**config.mk**
```make
export PLATFORM = sky130hd
export DESIGN_NAME = mem_stage_ctrl_flat
export DESIGN_NICKNAME = d
export VERILOG_FILES = /design/src/rtl/mem_stage_ctrl_if.sv /design/src/rtl/mem_stage_ctrl.sv /design/src/flat_wrapper.sv
export SDC_FILE = /design/constraint.sdc
export NUM_CORES = 1
export LEC_CHECK = 0
export ABC_AREA = 1
export BUFFER_PORTS_ARGS = -buffer_cell sky130_fd_sc_hd__buf_2
export CELL_PAD_IN_SITES_DETAIL_PLACEMENT = 1
export CELL_PAD_IN_SITES_GLOBAL_PLACEMENT = 1
export CORE_MARGIN = 5
export CORE_UTILIZATION = 30
export CTS_CLUSTER_SIZE = 10
export DETAILED_ROUTE_END_ITERATION = 6
export PLACE_DENSITY = 0.8
export SETUP_SLACK_MARGIN = 0.2
export SLEW_MARGIN = 15
export SYNTH_ARGS = -nofsm -noshare
export SYNTH_HDL_FRONTEND = slang
export SYNTH_SLANG_ARGS = --single-unit
```
**constraint.sdc**
```tcl
create_clock -name clk -period 1.45 [get_ports clk]
set_input_delay 0.3625 -clock clk [delete_from_list [all_inputs] [get_ports clk]]
set_output_delay 0.3625 -clock clk [all_outputs]
set_load 0.02 [all_outputs]
```
**src/rtl/mem_stage_ctrl_if.sv**
```systemverilog
// ---------------------------------------------------------------------------
// mem_stage_ctrl_if
// Bundles the EXE/MEM inputs, the data-memory req/ack bus and the MEM/WB
// outputs of the memory-stage controller.
//   slave  : controller side (consumes *_IN, drives *_OUT)
//   master : pipeline/memory/testbench side (drives *_IN, observes *_OUT)
// Ports (signals):
//   regWr_IN, memWr_IN, memRd_IN, aluRes_IN, memWrData_IN, rd_IN  EXE/MEM fields
//   memRdData_IN, memAck_IN                                       memory response
//   errClr_IN                                                     sticky error clear
//   memReq_OUT, memWe_OUT, memAddr_OUT, memData_OUT               memory request
//   stall_OUT                                                     upstream hold
//   regWr_OUT, rd_OUT, wbData_OUT                                 MEM/WB fields
//   err_OUT                                                       sticky error flag
// ---------------------------------------------------------------------------
interface mem_stage_ctrl_if #(
  parameter int DATA_W = 8,
  parameter int REG_W  = 3
);
  logic              regWr_IN;
  logic              memWr_IN;
  logic              memRd_IN;
  logic [DATA_W-1:0] aluRes_IN;
  logic [DATA_W-1:0] memWrData_IN;
  logic [REG_W-1:0]  rd_IN;
  logic [DATA_W-1:0] memRdData_IN;
  logic              memAck_IN;
  logic              errClr_IN;

  logic              memReq_OUT;
  logic              memWe_OUT;
  logic [DATA_W-1:0] memAddr_OUT;
  logic [DATA_W-1:0] memData_OUT;
  logic              stall_OUT;
  logic              regWr_OUT;
  logic [REG_W-1:0]  rd_OUT;
  logic [DATA_W-1:0] wbData_OUT;
  logic              err_OUT;

  modport slave (
    input  regWr_IN, memWr_IN, memRd_IN, aluRes_IN, memWrData_IN, rd_IN,
           memRdData_IN, memAck_IN, errClr_IN,
    output memReq_OUT, memWe_OUT, memAddr_OUT, memData_OUT, stall_OUT,
           regWr_OUT, rd_OUT, wbData_OUT, err_OUT
  );

  modport master (
    output regWr_IN, memWr_IN, memRd_IN, aluRes_IN, memWrData_IN, rd_IN,
           memRdData_IN, memAck_IN, errClr_IN,
    input  memReq_OUT, memWe_OUT, memAddr_OUT, memData_OUT, stall_OUT,
           regWr_OUT, rd_OUT, wbData_OUT, err_OUT
  );
endinterface

```
**src/rtl/mem_stage_ctrl.sv**
```systemverilog
// ---------------------------------------------------------------------------
// mem_stage_ctrl
// Memory-stage controller of the 8-bit pipelined core. ALU results pass to the
// MEM/WB register with one cycle latency; loads/stores are issued to a
// multi-cycle data memory over a req/ack handshake, stalling upstream until
// the access completes or times out after MAX_WAIT wait cycles.
// Ports:
//   clk  : rising-edge clock
//   rst  : asynchronous active-low reset
//   bus  : mem_stage_ctrl_if.slave (EXE/MEM inputs, memory bus, MEM/WB outputs)
// ---------------------------------------------------------------------------
module mem_stage_ctrl #(
  parameter int DATA_W   = 8,
  parameter int REG_W    = 3,
  parameter int MAX_WAIT = 15
) (
  input  logic            clk,
  input  logic            rst,
  mem_stage_ctrl_if.slave bus
);

  localparam int CNT_W = (MAX_WAIT > 1) ? $clog2(MAX_WAIT) : 1;
  localparam logic [CNT_W-1:0] CNT_LAST = CNT_W'(MAX_WAIT - 1);

  typedef enum logic [1:0] {
    IDLE    = 2'd0,
    RD_WAIT = 2'd1,
    WR_WAIT = 2'd2
  } state_t;

  state_t            state_q;
  logic [CNT_W-1:0]  cnt_q;
  logic              memReq_q;
  logic              memWe_q;
  logic [DATA_W-1:0] memAddr_q;
  logic [DATA_W-1:0] memData_q;
  logic              regWr_q;
  logic [REG_W-1:0]  rd_q;
  logic [DATA_W-1:0] wbData_q;
  logic              err_q;
  // write-back control captured with the op, released on read completion
  logic              heldRegWr_q;
  logic [REG_W-1:0]  heldRd_q;

  logic op_s;
  logic last_s;
  logic stall_s;

  assign op_s   = bus.memRd_IN | bus.memWr_IN;
  assign last_s = (cnt_q == CNT_LAST);

  // Upstream stall: high for a new op in IDLE and for every non-final wait cycle.
  always_comb begin
    stall_s = 1'b0;
    case (state_q)
      IDLE:             stall_s = op_s;
      RD_WAIT, WR_WAIT: stall_s = ~bus.memAck_IN & ~last_s;
      default:          stall_s = 1'b0;
    endcase
  end

  // Controller FSM with registered memory-bus and MEM/WB outputs.
  always_ff @(posedge clk or negedge rst) begin
    if (!rst) begin
      state_q     <= IDLE;
      cnt_q       <= '0;
      memReq_q    <= 1'b0;
      memWe_q     <= 1'b0;
      memAddr_q   <= '0;
      memData_q   <= '0;
      regWr_q     <= 1'b0;
      rd_q        <= '0;
      wbData_q    <= '0;
      err_q       <= 1'b0;
      heldRegWr_q <= 1'b0;
      heldRd_q    <= '0;
    end else begin
      // Clear first so that any set event later in this block takes priority.
      if (bus.errClr_IN) begin
        err_q <= 1'b0;
      end else begin
        err_q <= err_q;
      end

      case (state_q)
        IDLE: begin
          if (op_s) begin
            memAddr_q   <= bus.aluRes_IN;
            memData_q   <= bus.memWrData_IN;
            heldRegWr_q <= bus.regWr_IN;
            heldRd_q    <= bus.rd_IN;
            memReq_q    <= 1'b1;
            memWe_q     <= bus.memWr_IN;
            cnt_q       <= '0;
            regWr_q     <= 1'b0;
            // a simultaneous read+write request is executed as a write
            state_q     <= bus.memWr_IN ? WR_WAIT : RD_WAIT;
            if (bus.memRd_IN && bus.memWr_IN) begin
              err_q <= 1'b1;
            end
          end else begin
            // ack seen here is stray and deliberately ignored
            regWr_q  <= bus.regWr_IN;
            rd_q     <= bus.rd_IN;
            wbData_q <= bus.aluRes_IN;
          end
        end

        RD_WAIT, WR_WAIT: begin
          if (bus.memAck_IN) begin
            // ack wins over a coinciding timeout
            memReq_q <= 1'b0;
            state_q  <= IDLE;
            if (state_q == RD_WAIT) begin
              regWr_q  <= heldRegWr_q;
              rd_q     <= heldRd_q;
              wbData_q <= bus.memRdData_IN;
            end else begin
              regWr_q <= 1'b0;
            end
          end else if (last_s) begin
            memReq_q <= 1'b0;
            state_q  <= IDLE;
            regWr_q  <= 1'b0;
            err_q    <= 1'b1;
          end else begin
            cnt_q   <= cnt_q + CNT_W'(1);
            regWr_q <= 1'b0;
          end
        end

        default: begin
          state_q  <= IDLE;
          memReq_q <= 1'b0;
          regWr_q  <= 1'b0;
        end
      endcase
    end
  end

  assign bus.memReq_OUT  = memReq_q;
  assign bus.memWe_OUT   = memWe_q;
  assign bus.memAddr_OUT = memAddr_q;
  assign bus.memData_OUT = memData_q;
  assign bus.stall_OUT   = stall_s;
  assign bus.regWr_OUT   = regWr_q;
  assign bus.rd_OUT      = rd_q;
  assign bus.wbData_OUT  = wbData_q;
  assign bus.err_OUT     = err_q;

endmodule

```
**src/flat_wrapper.sv**
```systemverilog
// flat-port wrapper written by rule: the top's interface ports become plain ports
module mem_stage_ctrl_flat 
#(
  parameter int DATA_W   = 8,
  parameter int REG_W    = 3,
  parameter int MAX_WAIT = 15
)
  (clk, rst, bus_regWr_IN, bus_memWr_IN, bus_memRd_IN, bus_aluRes_IN, bus_memWrData_IN, bus_rd_IN, bus_memRdData_IN, bus_memAck_IN, bus_errClr_IN, bus_memReq_OUT, bus_memWe_OUT, bus_memAddr_OUT, bus_memData_OUT, bus_stall_OUT, bus_regWr_OUT, bus_rd_OUT, bus_wbData_OUT, bus_err_OUT);
  mem_stage_ctrl_if #(.DATA_W(DATA_W), .REG_W(REG_W)) bus_i ();
  input  logic clk;
  input  logic rst;
  input wire logic [$bits(bus_i.regWr_IN)-1:0] bus_regWr_IN;
  input wire logic [$bits(bus_i.memWr_IN)-1:0] bus_memWr_IN;
  input wire logic [$bits(bus_i.memRd_IN)-1:0] bus_memRd_IN;
  input wire logic [$bits(bus_i.aluRes_IN)-1:0] bus_aluRes_IN;
  input wire logic [$bits(bus_i.memWrData_IN)-1:0] bus_memWrData_IN;
  input wire logic [$bits(bus_i.rd_IN)-1:0] bus_rd_IN;
  input wire logic [$bits(bus_i.memRdData_IN)-1:0] bus_memRdData_IN;
  input wire logic [$bits(bus_i.memAck_IN)-1:0] bus_memAck_IN;
  input wire logic [$bits(bus_i.errClr_IN)-1:0] bus_errClr_IN;
  output wire logic [$bits(bus_i.memReq_OUT)-1:0] bus_memReq_OUT;
  output wire logic [$bits(bus_i.memWe_OUT)-1:0] bus_memWe_OUT;
  output wire logic [$bits(bus_i.memAddr_OUT)-1:0] bus_memAddr_OUT;
  output wire logic [$bits(bus_i.memData_OUT)-1:0] bus_memData_OUT;
  output wire logic [$bits(bus_i.stall_OUT)-1:0] bus_stall_OUT;
  output wire logic [$bits(bus_i.regWr_OUT)-1:0] bus_regWr_OUT;
  output wire logic [$bits(bus_i.rd_OUT)-1:0] bus_rd_OUT;
  output wire logic [$bits(bus_i.wbData_OUT)-1:0] bus_wbData_OUT;
  output wire logic [$bits(bus_i.err_OUT)-1:0] bus_err_OUT;
  assign bus_i.regWr_IN = bus_regWr_IN;
  assign bus_i.memWr_IN = bus_memWr_IN;
  assign bus_i.memRd_IN = bus_memRd_IN;
  assign bus_i.aluRes_IN = bus_aluRes_IN;
  assign bus_i.memWrData_IN = bus_memWrData_IN;
  assign bus_i.rd_IN = bus_rd_IN;
  assign bus_i.memRdData_IN = bus_memRdData_IN;
  assign bus_i.memAck_IN = bus_memAck_IN;
  assign bus_i.errClr_IN = bus_errClr_IN;
  assign bus_memReq_OUT = bus_i.memReq_OUT;
  assign bus_memWe_OUT = bus_i.memWe_OUT;
  assign bus_memAddr_OUT = bus_i.memAddr_OUT;
  assign bus_memData_OUT = bus_i.memData_OUT;
  assign bus_stall_OUT = bus_i.stall_OUT;
  assign bus_regWr_OUT = bus_i.regWr_OUT;
  assign bus_rd_OUT = bus_i.rd_OUT;
  assign bus_wbData_OUT = bus_i.wbData_OUT;
  assign bus_err_OUT = bus_i.err_OUT;
  mem_stage_ctrl #(.DATA_W(DATA_W), .REG_W(REG_W), .MAX_WAIT(MAX_WAIT)) u_core (.clk(clk), .rst(rst), .bus(bus_i));
endmodule
```
==> flow_metrics.tcl <==
set metrics [dict create \
    status "finished with violations" \
    failed_checks "setup timing" \
    critPathArrivalTime_ns 1.59 \
    hold_viol_final 0 \
    synth_seq_area_share_pct 51.7 \
    criticalPathCategory "reg -> out" \
    r2r-start "u_core.state_q[1]$_DFFE_PN0P_" \
    diodes 0 \
    clock_path_buffers 2 \
    netlist-cell-type-count 22 \
    grt_overflow_total 0 \
    synth_edf_count 0 \
    final_cell_mix "60 x nand2_1, 59 x buf_2, 41 x dfrtp_1" \
    ys_ff_latch 41 \
    endpoint_kind "output pin" \
    fp.dieH_um 91.3 \
    critPathLaunch "u_core.state_q[0]$_DFFE_PN0P_" \
    setup_ws_ns -0.498 \
    wl_per_cell_um 17.5 \
    clock_skew_ns 0.00442 \
    slew_headroom_pct 79.6 \
    crit_fanout 2 \
    ir_drop_mv 1.33 \
    required_ns 1.09 \
    clock_sinks 41 \
    worst_pin_slew_ns 0.306 \
    drtIter0Drc 41 \
    finalSetupViolCount 42 \
    die_x_um 91.3 \
    wl_um 7640 \
    final_max_slew_viol_count 0 \
    io_pins 66 \
    ant_nets 0 \
    grt_use_met3_pct 3.80 \
    pre_cts_ws_ns -0.157 \
    final_common_cell "nand2_1" \
    avgViaCountPerCell 4.82 \
    finalCritPeriodShare_pct 134 \
    num_vias 2112 \
    synthTopCellsByArea "dfrtp_1 52%, nand2_1 19%, nand3_1 4.3%" \
    drtPass1Iterations 4 \
    final_area_um2 3490 \
    grt_pass1_vias 2270 \
    nets 400 \
    grt_usage_pct 16.8 \
    die_area_um2 8340 \
    grt_pass1_wl_um 11200 \
    placed_area_um2 2550 \
    drv_cap 0 \
    htree_levels 2 \
    row_count 29 \
    cts_buffers 5 \
    cts_root_buffer "clkbuf_8" \
    synthArstFlopShare_pct 100 \
    area_growth_pct 75.7 \
    mappedNetlistArea_um2 1980 \
    setup_tns_ns -6.90 \
    path_clk_slew_ns 0.08 \
    hold_class "in -> async" \
    cts_tree "done" \
    start_util_pct 31.1 \
    synth_area_leader_cell "dfrtp_1" \
    avgSynthCellArea_um2 8.23 \
    met2_usage_pct 30.9 \
    ys.flop_type "dfrtp_1" \
    routabilityCongestion 0.774 \
    rsz0062_at_grt "yes" \
    port_buffers 65 \
    ff2ff_path_depth 12 \
    met1_usage_pct 19.4 \
    netlist_instances 241 \
    drc 0 \
    grt-busiest-layer "met2" \
    yosysTopAreaCellShare_pct 51.7 \
    antenna_found_initial 0 \
    r2r_slack_ns -0.33 \
    place_hpwl_um 4310 \
    start_kind "register" \
    syn-num-nets 281 \
    drive_gt1_share_pct 58.7 \
    power_density_nw_per_um2 2810 \
    fin_crit_ns 1.95 \
    core-area_um2 6390 \
    yosysWarnings 0 \
    leakage_nw 1.87 \
    reg2reg_to "u_core.bus.wbData_OUT[0]$_DFFE_PN0P_" \
    grt_start_max_net_pins 42 \
    endpoint "bus_stall_OUT" \
    max_freq_mhz 513 \
    insertion_delay_ns 0.30 \
]
-- metal layers --
| layer | share of wire (%) | vias to the layer above | wire length (um) |
|---|---|---|---|
| li1 | - | 997 | - |
| met1 | 38 | 1035 | 2890 |
| met2 | 55 | 65 | 4240 |
| met3 | 4.8 | 15 | 368 |
| met4 | 1.9 | 0 | 148 |
| met5 | 0 | - | 0 |
-- synthesized netlist by cell type, types with 2 or more instances --
cell / n
buf_4: 3
o21ai_0: 14
o21ai_1: 12
inv_4: 2
dfrtp_1: 41
nand3_1: 17
nand2_1: 101
nand4_1: 2
a21oi_1: 2
nor2_1: 6
buf_6: 5
inv_1: 19
nor2_2: 3
ha_1: 6
-- registers in the layout, indices dropped and copies added, names as in the netlist --
| name | flops |
|---|---|
| u_core.bus.err_OUT | 1 |
| u_core.bus.memAddr_OUT | 8 |
| u_core.bus.memData_OUT | 8 |
| u_core.bus.memReq_OUT | 1 |
| u_core.bus.memWe_OUT | 1 |
| u_core.bus.rd_OUT | 3 |
| u_core.bus.regWr_OUT | 1 |
| u_core.bus.wbData_OUT | 8 |
| u_core.cnt_q | 4 |
| u_core.heldRd_q | 3 |
| u_core.heldRegWr_q | 1 |
| u_core.state_q | 2 |
-- worst max-delay path, stage by stage (launching register included) --
cell,delay [ns]
dfrtp_1,0.38
inv_2,0.07
ha_4,0.28
inv_4,0.04
nor2_4,0.11
nand2_2,0.09
a21oi_4,0.16
buf_6,0.14
-- kinds of logic after synthesis --
group	after synthesis	synth area share, %
AOI/OAI and AO/OA	28	7.06
xor gates and xnor gates	1	0.441
DFF	41	51.7
buffers and inverters	32	8.83
adders and majority gates	6	3.78
and+or+nand+nor	133	28.2
-- stage by stage --
stage	hold slack, ns	cells	util (%)	total power, mW
finish	0.0181	438	54.6	9.79
global route	0.0313	438	54.6	10.4
CTS	0.0278	421	48.9	8.49
detailed placement	0.356	397	40.0	5.93
global placement	0.355	397	40.0	5.77
floorplan	0.0669	241	-	4.56
-- worst min path at each step --
stage / from / endpoint / slack, ns / cells after the start
finish: rst / u_core.bus.wbData_OUT[0]$_DFFE_PN0P_ / 0.02 / 2
CTS: rst / u_core.bus.wbData_OUT[7]$_DFFE_PN0P_ / 0.03 / 2
floorplan: rst / u_core.bus.err_OUT$_DFF_PN0_ / 0.07 / 0
global placement: rst / u_core.bus.memAddr_OUT[1]$_DFFE_PN0P_ / 0.35 / 2
global route: rst / u_core.bus.memAddr_OUT[6]$_DFFE_PN0P_ / 0.03 / 2
detailed placement: rst / u_core.bus.memAddr_OUT[1]$_DFFE_PN0P_ / 0.36 / 2
-- power by group --
group | internal, mW | switching (mW)
registers | 1.68 | 0.392
clock network | 0.431 | 0.410
logic | 3.22 | 3.65
total | 5.33 | 4.46
-- layout make-up --
class / instances / area (um^2)
multi-input cells: 169 / 1160
flip-flops and latches: 41 / 1030
clock inverters: 1 / 5.00
well taps: 77 / 96.3
fillers: 734 / 2900
repair buffers: 121 / 1010
clock buffers: 7 / 96.3
inverters: 22 / 90.1
-- repair_timing --
action | in CTS | in global routing
cloned | 6 | 0
hold buffers | 0 | 0
setup endpoints to repair | 42 | 55
pin swaps | 19 | 15
gates resized for setup | 77 | 59
setup buffers | 10 | 17
(Power assumes the default switching activity.)
